**config.mk**
```make
export PLATFORM = sky130hd
export DESIGN_NAME = apb_bits_regs_flat
export DESIGN_NICKNAME = d
export VERILOG_FILES = /design/src/rtl/apb_bits_regs_if.sv /design/src/rtl/apb_bits_regs.sv /design/src/flat_wrapper.sv
export SDC_FILE = /design/constraint.sdc
export NUM_CORES = 1
export LEC_CHECK = 0
export BUFFER_PORTS_ARGS = -buffer_cell sky130_fd_sc_hd__buf_2
export CORE_AREA = 2 2 231 233
export CTS_CLUSTER_SIZE = 16
export DETAILED_ROUTE_END_ITERATION = 7
export DIE_AREA = 0 0 233 235
export MAX_ROUTING_LAYER = met4
export PLACE_DENSITY = 0.65
export REMOVE_ABC_BUFFERS = 1
export SLEW_MARGIN = 20
export SYNTH_ARGS = -nofsm -noshare
export SYNTH_HDL_FRONTEND = slang
export SYNTH_SLANG_ARGS = --single-unit
```
**constraint.sdc**
```tcl
create_clock -name clk -period 10.7 [get_ports clk]
set_input_delay 0 -clock clk [delete_from_list [all_inputs] [get_ports clk]]
set_output_delay 0 -clock clk [all_outputs]
set_load 0.02 [all_outputs]
```
**src/rtl/apb_bits_regs_if.sv**
```systemverilog
// APB bus bundle between the bench master and the BITS register block.
interface apb_bits_regs_if;
   logic [7:0]  paddr;
   logic        pwrite;
   logic        psel;
   logic        penable;
   logic [31:0] pwdata;
   logic [31:0] prdata;

   modport master (
      output paddr, pwrite, psel, penable, pwdata,
      input  prdata
   );

   modport slave (
      input  paddr, pwrite, psel, penable, pwdata,
      output prdata
   );
endinterface

```
**src/rtl/apb_bits_regs.sv**
```systemverilog
// APB register block feeding the BITS decoder: word FIFO, start pulse,
// captured 64-bit result and sticky status flags.
module apb_bits_regs #(
   parameter int unsigned DEPTH    = 16,
   parameter logic [31:0] ID_VALUE = 32'h0AC0_2116
) (
   input  logic                  clk,
   input  logic                  rst,
   apb_bits_regs_if.slave        apb,
   output logic [31:0]           word_data,
   output logic                  word_valid,
   input  logic                  word_ready,
   output logic                  start,
   input  logic [63:0]           result,
   input  logic                  result_valid
);

   localparam int unsigned AW       = $clog2(DEPTH);
   localparam logic [AW:0] FULL_CNT = (AW+1)'(DEPTH);

   localparam logic [7:0] ADDR_CTRL   = 8'h00;
   localparam logic [7:0] ADDR_STATUS = 8'h04;
   localparam logic [7:0] ADDR_DATA   = 8'h08;
   localparam logic [7:0] ADDR_RES_LO = 8'h0C;
   localparam logic [7:0] ADDR_RES_HI = 8'h10;
   localparam logic [7:0] ADDR_ID     = 8'h14;

   logic          setup;
   logic          setup_q;
   logic          commit;
   logic          wr_commit;
   logic          ctrl_wr;
   logic          data_push;
   logic          fifo_clr;
   logic          pop;
   logic          push_ok;

   logic [31:0]   mem [DEPTH];
   logic [AW-1:0] wptr;
   logic [AW-1:0] rptr;
   logic [AW:0]   count;
   logic          ovf;
   logic          done;
   logic [63:0]   res_q;
   logic [31:0]   status;
   logic [31:0]   rd_mux;

   // Commit only on the access cycle that directly follows a setup cycle,
   // so a held psel/penable cannot repeat the access.
   assign setup     = apb.psel & ~apb.penable;
   assign commit    = apb.psel & apb.penable & setup_q;
   assign wr_commit = commit & apb.pwrite;
   assign ctrl_wr   = wr_commit & (apb.paddr == ADDR_CTRL);
   assign data_push = wr_commit & (apb.paddr == ADDR_DATA);
   assign fifo_clr  = ctrl_wr & apb.pwdata[1];

   assign word_valid = (count != '0);
   assign word_data  = word_valid ? mem[rptr] : '0;
   assign pop        = word_valid & word_ready;
   // A full FIFO still accepts a push when the head leaves in the same cycle.
   assign push_ok    = data_push & ((count != FULL_CNT) | pop);

   // Remember whether the previous cycle was an APB setup cycle.
   always_ff @(posedge clk) begin
      if (rst) setup_q <= 1'b0;
      else     setup_q <= setup;
   end

   // FIFO storage; contents are meaningless once pointers are reset.
   always_ff @(posedge clk) begin
      if (push_ok) mem[wptr] <= apb.pwdata;
   end

   // FIFO pointers and occupancy; clear overrides a simultaneous pop.
   always_ff @(posedge clk) begin
      if (rst || fifo_clr) begin
         wptr  <= '0;
         rptr  <= '0;
         count <= '0;
      end else begin
         if (push_ok) wptr <= wptr + 1'b1;
         if (pop)     rptr <= rptr + 1'b1;
         case ({push_ok, pop})
            2'b10:   count <= count + 1'b1;
            2'b01:   count <= count - 1'b1;
            default: count <= count;
         endcase
      end
   end

   // Sticky overflow: a dropped push sets it, W1C clears, set wins.
   always_ff @(posedge clk) begin
      if (rst)                            ovf <= 1'b0;
      else if (data_push && !push_ok)     ovf <= 1'b1;
      else if (ctrl_wr && apb.pwdata[2])  ovf <= 1'b0;
   end

   // Sticky done: result strobe sets it; start or W1C clears, set wins.
   always_ff @(posedge clk) begin
      if (rst)                                          done <= 1'b0;
      else if (result_valid)                            done <= 1'b1;
      else if (ctrl_wr && (apb.pwdata[0] || apb.pwdata[3])) done <= 1'b0;
   end

   // Capture the decoder answer on its strobe.
   always_ff @(posedge clk) begin
      if (rst)               res_q <= '0;
      else if (result_valid) res_q <= result;
   end

   // One-cycle start pulse in the cycle after the CTRL commit.
   always_ff @(posedge clk) begin
      if (rst) start <= 1'b0;
      else     start <= ctrl_wr & apb.pwdata[0];
   end

   // Assemble STATUS and select the read register.
   always_comb begin
      status            = '0;
      status[0]         = ~word_valid;
      status[1]         = (count == FULL_CNT);
      status[2]         = ovf;
      status[3]         = done;
      status[8 +: AW+1] = count;
      rd_mux            = '0;
      case (apb.paddr)
         ADDR_STATUS: rd_mux = status;
         ADDR_RES_LO: rd_mux = res_q[31:0];
         ADDR_RES_HI: rd_mux = res_q[63:32];
         ADDR_ID:     rd_mux = ID_VALUE;
         default:     rd_mux = '0;
      endcase
   end

   // Read data is loaded on a read setup cycle and held until the next one.
   always_ff @(posedge clk) begin
      if (rst)                        apb.prdata <= '0;
      else if (setup && !apb.pwrite)  apb.prdata <= rd_mux;
   end

endmodule

```
**src/flat_wrapper.sv**
```systemverilog
// flat-port wrapper written by rule: the top's interface ports become plain ports
module apb_bits_regs_flat 
#(
   parameter int unsigned DEPTH    = 16,
   parameter logic [31:0] ID_VALUE = 32'h0AC0_2116
)
  (clk, rst, word_data, word_valid, word_ready, start, result, result_valid, apb_paddr, apb_pwrite, apb_psel, apb_penable, apb_pwdata, apb_prdata);
  apb_bits_regs_if apb_i ();
  input  logic clk;
  input  logic rst;
  output logic [31:0] word_data;
  output logic word_valid;
  input  logic word_ready;
  output logic start;
  input  logic [63:0] result;
  input  logic result_valid;
  input wire logic [$bits(apb_i.paddr)-1:0] apb_paddr;
  input wire logic [$bits(apb_i.pwrite)-1:0] apb_pwrite;
  input wire logic [$bits(apb_i.psel)-1:0] apb_psel;
  input wire logic [$bits(apb_i.penable)-1:0] apb_penable;
  input wire logic [$bits(apb_i.pwdata)-1:0] apb_pwdata;
  output wire logic [$bits(apb_i.prdata)-1:0] apb_prdata;
  assign apb_i.paddr = apb_paddr;
  assign apb_i.pwrite = apb_pwrite;
  assign apb_i.psel = apb_psel;
  assign apb_i.penable = apb_penable;
  assign apb_i.pwdata = apb_pwdata;
  assign apb_prdata = apb_i.prdata;
  apb_bits_regs #(.DEPTH(DEPTH), .ID_VALUE(ID_VALUE)) u_core (.clk(clk), .rst(rst), .apb(apb_i), .word_data(word_data), .word_valid(word_valid), .word_ready(word_ready), .start(start), .result(result), .result_valid(result_valid));
endmodule
```
==> run metrics <==
Max Root-Sink Buffers=3; Max stage delay on crit path=860 ps; clk_skew=20.1 ps; Setup Fix Bufs, Post-CTS=0; Hold Path Depth=6; clk_lat worst skew=590 ps; pwr dens=210 mW/mm^2; TritonRoute pass-1 iters=5; Final Total Pwr=6.16 mW; CP endpoint kind=primary output; startpoint of the worst hold path=apb_paddr[4]; worst slew pin tran=1140 ps; nature of the critical path startpoint=flip-flop; leading area contributor after synthesis=edfxtp_1; fin util=56.2%; Yosys top cell area share=63.4%; GPL Wtd Cong=0.741; # IOs=177; share of cells above drive strength 1=30.2%; antenna viol nets, final=0; ant diodes=0; worst path cell trace=buf_4, buf_6, mux4_2, mux4_2, and2_1, buf_2; Site Rows=84; Num CTS Buffers=67; CP Max Fanout=52; met2 usage=33.4%; met3 Use GR=3.71%; wire per inst=23.7 um; antenna violations before repair=0; synthesis-to-layout area growth=21.0%; Port Buffers=176; most used flip-flop cell after synthesis=edfxtp_1; setup TNS=0 ps; drc violations=0; Clock Sinks=629; post-synthesis sequential area ratio=73.0%; worst r2r src=u_core.setup_q; syn avg cell area=19.2 um^2; top cell family by delay on the critical path=buffers and inverters; Setup violations, final=0; die height=235 um; Final Slew Violations=0; Synth Instances=1266; post-route cell area=0.0294 mm^2; flop2flop setup slack=7500 ps; WL final=55000 um; Final HPWL DP=30400 um; WP buf/inv=3; Fmax achieved=0.226 GHz; register bit total from synthesis=629; core area=0.0522 mm^2; via count=13000; Worst Path Required=10700 ps; synth warn=0; Leak=9.99 nW; Initial Util=46.5%; max cap viols=0; synthesized cell area=0.0243 mm^2; post-cts repair resize count=0; DRT iter0 DRCs=953; Fin. Hold Viols=0; WP data arrival=4430 ps; clock root buffer=clkbuf_16; post-synth cell types=47; FF-to-FF path depth=6; hold endpoint=u_core.wptr[3]; die area=0.0548 mm^2; H-tree depth=3; critical path type=flip-flop to primary output; first-pass GRT wire length=83800 um; Slew Limit Headroom=24.0%; vias in the first global route=13600; final worst path period need=4430 ps; fraction of registers with async set or reset after synthesis=0%; Overflow after GRT=0; slowest CP cell=dfxtp_4; DP Area=0.0261 mm^2; Reg-to-Reg End=u_core.mem[0][15]; Via density=5.59; number of fill cells=3944; met1 Use GR=28.4%; status=complete, no violations; CTS tree=yes; Max VDD drop=0.120 mV; Die X=233 um; most used cell, CP=mux4_2; GRT busiest layer=met2; Final period util=41.4%; largest net degree at the start of global routing=102; Synth area leaders=edfxtp_1, mux4_2, dfxtp_1; number of synthesized flops with an enable pin=512; clock slew at reported path FFs=60 ps; unrepaired setup endpoints after global routing=false; HP Class=primary input to flip-flop; All-Layer GR Usage=21.1%; number of nets in the layout=1697
[registers in the layout, indices dropped and copies added, names as in the netlist, 4 cells and up, named ones only]
signal and flops:
u_core.res_q 64, u_core.wptr 4, u_core.count 5, u_core.apb.prdata 32
u_core.rptr 4, u_core.mem 512
[how the worst max path moves through the flow]
| stage | end | cells past startpoint | start | slack, ps |
|---|---|---|---|---|
| floorplan | word_data[0] | 3 | flip-flop | 4070 |
| global placement | word_data[5] | 6 | flip-flop | 6440 |
| detailed placement | word_data[5] | 6 | flip-flop | 6430 |
| CTS | word_data[5] | 6 | flip-flop | 5790 |
| global route | word_data[29] | 6 | flip-flop | 5860 |
| finish | word_data[29] | 6 | flip-flop | 6270 |
[tightest hold or removal path: cells and delay by family]
kind	cells	cell delay, ps
XOR/XNOR	1	60
buffers and inverters	1	90
AND/OR/NAND/NOR	4	440
[metal layers]
layer,wire length (um),share of wire [%],vias to the layer above
li1,-,-,5706
met1,23400,43,6724
met2,27000,49,455
met3,3570,6.5,73
met4,1040,1.9,0
met5,0,0,-
[synth_stat cells, drive strengths merged (2+ instances only)]
cell type  number
nand2          16
ha              8
nor4            4
mux2i          75
inv            10
buf            25
a22o           17
clkbuf         48
xor2            3
a22oi          34
or4             2
a21oi           9
nand2b          2
o22ai           3
nor3b           2
mux4          160
and2           34
dfxtp         117
nor3            6
o2bb2ai        11
o21ai           2
edfxtp        512
nand3           5
and3            2
a21o            2
nor2b           4
nor2          135
xnor2           5
[layout make-up]
class | instances | area (um^2) | area share, %
Multi-Input combinational cell | 554 | 6330 | 21.6
Clock inverter | 39 | 357 | 1.21
Timing Repair Buffer | 315 | 2290 | 7.80
Tap cell | 688 | 861 | 2.93
Sequential cell | 629 | 17700 | 60.3
Inverter | 10 | 37.5 | 0.128
Clock buffer | 84 | 1770 | 6.03
[kinds of logic after synthesis]
group           count (synthesis)  share of synthesized area [%]
mux                           236                           18.0
simple gates                  218                           4.21
fa+ha+maj                       9                          0.495
xor+xnor                        8                          0.289
buf+inv                        83                           1.40
compound gates                 83                           2.62
flops                         629                           73.0
[timing repair]
item,CTS,global route
hold buffers,110,0
setup endpoints to repair,0,0
endpoints found under the hold margin,593,0
[placed cells by master, fill, tap and decap left out, types with 17 or more instances in the layout]
master,n
a22o_1,17
a22oi_1,34
and2_1,33
buf_2,175
buf_4,24
clkbuf_16,68
dfxtp_1,113
dlygate4sd3_1,110
edfxtp_1,512
mux2i_1,75
mux4_2,160
nor2_1,123
[metrics by stage]
step	hold slack, ps	std cells	worst slack, ps
after floorplan	69.1	1193	4070
after global placement	195	2081	6440
after detailed placement	205	2085	6430
after CTS	8.61	2318	5790
after global routing	86.7	2319	5860
final	48.3	2319	6270
[power by group]
| part | leakage, nW | internal [mW] | switching (mW) |
|---|---|---|---|
| clock network | 1.03 | 1.31 | 0.944 |
| logic | 3.40 | 0.567 | 0.593 |
| registers | 5.56 | 2.67 | 0.0752 |
Note: power is estimated with default switching activity, not from simulation.
